File: src/rtl/psum_drain_pkg.sv
// Shared types for the psum drain block: FSM state encoding
// and the channel-index width helper.
package psum_drain_pkg;

    typedef enum logic [1:0] {
        IDLE  = 2'd0,
        DRAIN = 2'd1,
        DONE  = 2'd2
    } state_t;

    // Width of a channel index for n elements (n >= 2).
    function automatic int ch_idx_bw(input int n);
        return (n < 2) ? 1 : $clog2(n);
    endfunction

endpackage

File: src/rtl/psum_clamp.sv
// Combinational unsigned min(i_val, MAX) at W bits.
// Ports: i_val (element in), o_val (clamped element out).
module psum_clamp #(
    parameter int W   = 16,
    parameter int MAX = 255
) (
    input  logic [W-1:0] i_val,
    output logic [W-1:0] o_val
);

    localparam logic [W-1:0] LIM = W'(MAX);

    assign o_val = (i_val > LIM) ? LIM : i_val;

endmodule

File: src/rtl/psum_drain.sv
// Parallel-to-serial drain: captures one frame of input_ch psums
// in one cycle and streams them ch0..chN-1 over valid/ready with
// output SRAM addresses (frame_base + ch, modulo 2^addr_bw).
// Ports: clk, reset (async active-low), load/psums_in/load_ready
// (frame capture), out_valid/out_ready/out_data/out_ch/out_addr
// (beat stream), done (1-cycle pulse after the last beat).
// Define PSUM_DRAIN_CLAMP_EN to clamp out_data to clamp_max.
module psum_drain
    import psum_drain_pkg::*;
#(
    parameter int psum_bw   = 16,
    parameter int input_ch  = 16,
    parameter int addr_bw   = 8,
    parameter int clamp_max = 255
) (
    input  logic                         clk,
    input  logic                         reset,
    input  logic                         load,
    input  logic [psum_bw*input_ch-1:0]  psums_in,
    output logic                         load_ready,
    output logic                         out_valid,
    input  logic                         out_ready,
    output logic [psum_bw-1:0]           out_data,
    output logic [ch_idx_bw(input_ch)-1:0] out_ch,
    output logic [addr_bw-1:0]           out_addr,
    output logic                         done
);

    localparam int CH_IDX_BW = ch_idx_bw(input_ch);
    localparam logic [CH_IDX_BW-1:0] LAST_CH =
        CH_IDX_BW'(input_ch - 1);
    localparam logic [addr_bw-1:0] FRAME_INC =
        addr_bw'(input_ch);

    state_t                        r_state;
    logic [psum_bw*input_ch-1:0]   r_shadow;
    logic [CH_IDX_BW-1:0]          r_ch;
    logic [addr_bw-1:0]            r_base;
    logic                          r_valid;
    logic                          r_done;
    logic                          r_load_ready;

    logic [psum_bw-1:0]            w_elem;
    logic [psum_bw-1:0]            w_data;

    assign w_elem = r_shadow[psum_bw*int'(r_ch) +: psum_bw];

`ifdef PSUM_DRAIN_CLAMP_EN
    psum_clamp #(
        .W   (psum_bw),
        .MAX (clamp_max)
    ) u_clamp (
        .i_val (w_elem),
        .o_val (w_data)
    );
`else
    assign w_data = w_elem;
`endif

    always_ff @(posedge clk or negedge reset) begin
        if (!reset) begin
            r_state      <= IDLE;
            r_shadow     <= '0;
            r_ch         <= '0;
            r_base       <= '0;
            r_valid      <= 1'b0;
            r_done       <= 1'b0;
            r_load_ready <= 1'b1;
        end else begin
            unique case (r_state)
                IDLE: begin
                    if (load) begin
                        r_shadow     <= psums_in;
                        r_ch         <= '0;
                        r_valid      <= 1'b1;
                        r_load_ready <= 1'b0;
                        r_state      <= DRAIN;
                    end
                end
                DRAIN: begin
                    if (out_ready) begin
                        // ch parks on the last index so it never
                        // leaves the element range.
                        if (r_ch == LAST_CH) begin
                            r_valid <= 1'b0;
                            r_done  <= 1'b1;
                            r_base  <= r_base + FRAME_INC;
                            r_state <= DONE;
                        end else begin
                            r_ch <= r_ch + 1'b1;
                        end
                    end
                end
                DONE: begin
                    r_done       <= 1'b0;
                    r_load_ready <= 1'b1;
                    r_state      <= IDLE;
                end
                default: begin
                    r_valid      <= 1'b0;
                    r_done       <= 1'b0;
                    r_load_ready <= 1'b1;
                    r_state      <= IDLE;
                end
            endcase
        end
    end

    assign load_ready = r_load_ready;
    assign out_valid  = r_valid;
    assign out_data   = w_data;
    assign out_ch     = r_ch;
    assign out_addr   = r_base + addr_bw'(r_ch);
    assign done       = r_done;

endmodule
File: config.mk
export PLATFORM = sky130hd
export DESIGN_NAME = psum_drain
export DESIGN_NICKNAME = d
export VERILOG_FILES = /design/src/rtl/psum_drain_pkg.sv /design/src/rtl/psum_clamp.sv /design/src/rtl/psum_drain.sv
export SDC_FILE = /design/constraint.sdc
export NUM_CORES = 1
export LEC_CHECK = 0
export ABC_CLOCK_PERIOD_IN_PS = 3650
export BUFFER_PORTS_ARGS = -buffer_cell sky130_fd_sc_hd__buf_4
export CORE_MARGIN = 1.5
export CORE_UTILIZATION = 37
export DETAILED_ROUTE_END_ITERATION = 12
export PLACE_DENSITY_LB_ADDON = 0.3
export RECOVER_POWER = 100
export SLEW_MARGIN = 30
export SYNTH_ARGS = -nofsm -noshare
export SYNTH_HDL_FRONTEND = slang
export SYNTH_SLANG_ARGS = --single-unit
File: constraint.sdc
create_clock -name clk -period 3.65 [get_ports clk]
set_clock_uncertainty 0.05 [all_clocks]
set_input_delay 0.1825 -clock clk [delete_from_list [all_inputs] [get_ports clk]]
set_output_delay 0.1825 -clock clk [all_outputs]
set_load 0.03 [all_outputs]
* Word level (Yosys, flattened, before mapping)
Index checks and enable logic that the tools add are counted.
W data, S select, Z words.
** Word-level totals
- Register bits :: 273
- Bits of input ports :: 260
- Output and inout bits :: 31
- Logic and storage cells :: 47
** Cells by class
- Add/subtract/negate cells :: 3
- Equality and inequality tests :: 7
- Shifts and indexed selects :: 1
- Muxes and demuxes :: 17
- Bitwise operators :: 3
- Reductions and logical operators :: 9
** Operator list (number)
- $shiftx A256 B9 Y16 :: 1
- $mux W4 :: 3
- $reduce_and A3 Y1 :: 3
- $add A8 B4 Y8 :: 1
- $add A8 B5 Y8 const B :: 1
- $ne A2 B2 Y1 const B :: 4
- $pmux W4 S2 :: 1
- $reduce_and A4 Y1 :: 2
- $mux W1 :: 6
- $mux W2 :: 3
- $add A4 B1 Y4 const B :: 1
- $eq A4 B4 Y1 const B :: 1
- $pmux W1 S2 :: 2
- $pmux W2 S2 :: 1
- $reduce_and A2 Y1 :: 2
- $not A1 Y1 :: 3
- $pmux W1 S3 :: 1
- $eq A2 B1 Y1 const B :: 1
- $eq A2 B2 Y1 const B :: 1
- $logic_not A2 Y1 :: 1
- $reduce_bool A2 Y1 :: 1

* Depth between registers and ports, before layout
- Depth after elaboration :: 4
- Mapped depth :: 7
- Depth with buffers taken out :: 5

* Least setup slack after synthesis
OpenSTA, ideal clock, no wires.
- Path type :: register to output
- Start :: reg r_ch[0] (netlist: out_ch[0])
- End :: out out_data[0]
- Data arrival time :: 1.828 ns
- Data required time :: 3.418 ns
- Setup slack :: 1.590 ns
- Cell stages (with the launch flop) :: 6
- Buffers on the path :: 2
- Path through :: dfrtp_1 -> buf_4 -> buf_4 -> mux4_2 -> a22oi_1 -> nand2_1
** Between the ends
- Cells in the longest elaborated chain, start to end :: 1
** Ends and longest elaborated chain
- start, declared :: RTL line psum_drain.sv:37 : logic [CH_IDX_BW-1:0] r_ch;
- start signal, assigned :: RTL line psum_drain.sv:90 : r_ch <= r_ch + 1'b1;
- $shiftx A256 B9 Y16 :: RTL line psum_drain.sv:46 : assign w_elem = r_shadow[psum_bw*int'(r_ch) +: psum_bw];
- end, declared :: RTL line psum_drain.sv:23 : output logic [psum_bw-1:0] out_data,
Every way passes these cells.

* Worst setup path after layout
- Start :: reg r_ch[0] (netlist: out_ch[0])
- End :: out out_data[4]
The elaborated chain is that of the path after synthesis.

==> summary.txt <==
YS warnings: 0
port bufs: 290
leading cell types by total area after synthesis: dfrtp_1 (55%), mux2_1 (21%), mux4_2 (5.9%), mux2i_1 (5.2%), mux2_2 (2.7%)
worst min path class: in -> async
synthesized netlist cell count: 803
net count after synthesis: 1065
row count: 66
Die X: 185 um
# H-tree levels: 1
DRT Pass-1 Iters: 5
VDD IR-drop max: 0.566 mV
area leader, netlist: dfrtp_1
Synth top cells by count: dfrtp_1 (268), mux2_1 (229), mux2i_1 (64)
critical path arrival: 3100 ps
Synth async-reset ratio: 1.00
# clock sinks: 269
max-cap violations: 8
all-layer global routing usage: 0.223
worst-skew pair later-pin latency: 560 ps
Avg Cell Area, Syn: 15.2 um^2
Tmin final: 3330 ps
DRC: 0
CP max-delay cell: dfrtp_4
DR WL/cell: 21.0 um
Hold Fails Final Rpt: 0
EDFF count, synth: 0
ys flop type: dfrtp_1
die footprint: 0.0341 mm^2
RSZ-0062 raised after global routing: no
largest net degree at the start of global routing: 129
P per Cell Area: 765 mW/mm^2
worst reg2reg setup slack: 630 ps
Die H: 185 um
final setup TNS: 0 ps
Final Cycle Share: 0.913
Static Leak: 8.30 nW
vias after detailed routing: 9032
Worst Path Required: 3420 ps
Nets: 1604
sequential fraction of the synthesis area: 0.552
layout cells sized above 1: 0.294
top cell type's share of synthesized area: 0.549
Setup crit end kind: primary output
TritonCTS buffer count: 30
TritonCTS clock tree: yes
worst-path cell chain: buf_12 -> mux2i_1 -> a221oi_1 -> o21ai_0 -> nand2_1 -> clkbuf_1
Slowest Stage Delay on Critical Path: 840 ps
clk root buf: clkbuf_16
Syn-to-layout area delta: 49.3%
Ports: 291
Final HPWL DP: 24800 um
Slew @ Worst Pin: 2000 ps
post_cts resized: 0
Syn Std Cell Area: 0.0122 mm^2
Slew Limit Fails: 432
CTS Buffer Depth: 3
count leader, synth: dfrtp_1
GP Congestion: 0.770
status: finished with violations
Setup CP Type: reg -> out
endpoints failing setup: 0
initial antenna violation count: 1
ANT nets after route: 0
first-pass GRT wire length: 57600 um
Critical Path Fanout Max: 36
Overall Power: 13.9 mW
Slew headroom: -0.335
initial core utilization: 0.375
#FFs+latches synth: 269
Netlist cell types: 35
Core Footprint: 0.0325 mm^2
vias in the first global route: 9891
Layout Utilization: 0.560
Initial DRC Count: 353
GRT overflow: 0
final WL: 37900 um
crit path launch type: flop
worst reg-to-reg path cell count: 3
Vias/cell: 5.00
Worst-path clk slew: 60 ps
violated checks: capacitance limit, slew limit
Max Clk Rate: 0.300 GHz
-- layout make-up --
cell class | count | area, um^2
inverter | 4 | 15.0
tap | 442 | 553
fill | 2624 | 14300
multi-input combinational | 468 | 5030
clock buffer | 40 | 878
sequential | 269 | 6740
timing repair buffer | 569 | 4840
clock inverter | 14 | 168
antenna | 1 | 2.50
-- report_power, final --
group / internal, mW / switching [mW] / total, mW
logic: 2.60 / 2.87 / 5.47
clock network: 1.89 / 1.27 / 3.16
registers: 4.42 / 0.884 / 5.30
-- metal layers --
layer  part of all wire  global-route usage  up-vias
met2               0.48               0.366      288
met1               0.43               0.294     4586
met4              0.040              0.0862        0
li1                   -                   -     4080
met5                  0                   0        -
met3              0.052              0.0411       78
-- final timing paths --
check / start / endpoint
setup / recovery: out_ch[0] / out_data[4]
hold / removal: reset / r_shadow[211]
setup reg to reg: r_state[0] / r_shadow[86]
hold reg to reg: r_base[7] / r_base[7]
max in group asynchronous: reset / r_shadow[8]
min in group clk: psums_in[183] / r_shadow[183]
-- state kept, by name (all words and copies together), names as in the netlist --
signal and flops:
r_base 4, done 1, out_valid 1, out_ch 4, load_ready 1, r_shadow 256
r_state 2
-- worst max-delay path, delay by kind of cell, from the launching register on --
kind | cells | cell delay [ps]
flops | 1 | 840
buf+inv | 2 | 660
simple gates | 1 | 160
mux | 1 | 140
compound gates | 2 | 660
-- cells in the final DEF, fill, tap and decap left out, types with 3 or more instances in the layout --
master and instances:
mux2i_1 64, o21ai_0 17, a221oi_1 32, nand2_1 21
buf_4 275, clkbuf_16 30, dlygate4sd3_1 259, clkbuf_1 28
dfrtp_1 266, clkbuf_2 4, inv_1 4, a22oi_1 16
clkinv_2 6, mux2_2 29, mux2_1 229, nor2_1 4
clkinvlp_4 3, xnor2_1 3, bufinv_16 3, nor3_1 3
clkbuf_8 9, mux4_2 32
-- timing repair --
action,CTS,global route
hold endpoints to repair,361,0
setup endpoints to repair,0,0
setup buffers,0,0
hold buffers,259,0
-- metrics by stage --
| step | area (um^2) | hold WS [ps] | worst slack, ps | std cells |
|---|---|---|---|---|
| after floorplan | 12200 | -163 | 1590 | 803 |
| after global placement | 14700 | 242 | 986 | 1493 |
| after detailed placement | 14700 | 257 | 993 | 1493 |
| after CTS | 18400 | 233 | 374 | 1806 |
| after global routing | 18200 | 295 | 140 | 1807 |
| final | 18200 | 196 | 318 | 1807 |
-- cells by family after synthesis --
kind of cell,share of synthesized area
multiplexers,0.349
flip-flops,0.552
AO/OA/AOI/OAI,0.0445
buffers and inverters,0.0360
AND/OR/NAND/NOR,0.0136
XOR/XNOR,0.00287
adder cells (fa/ha/maj),0.00205
Note: power is estimated with default switching activity, not from simulation.
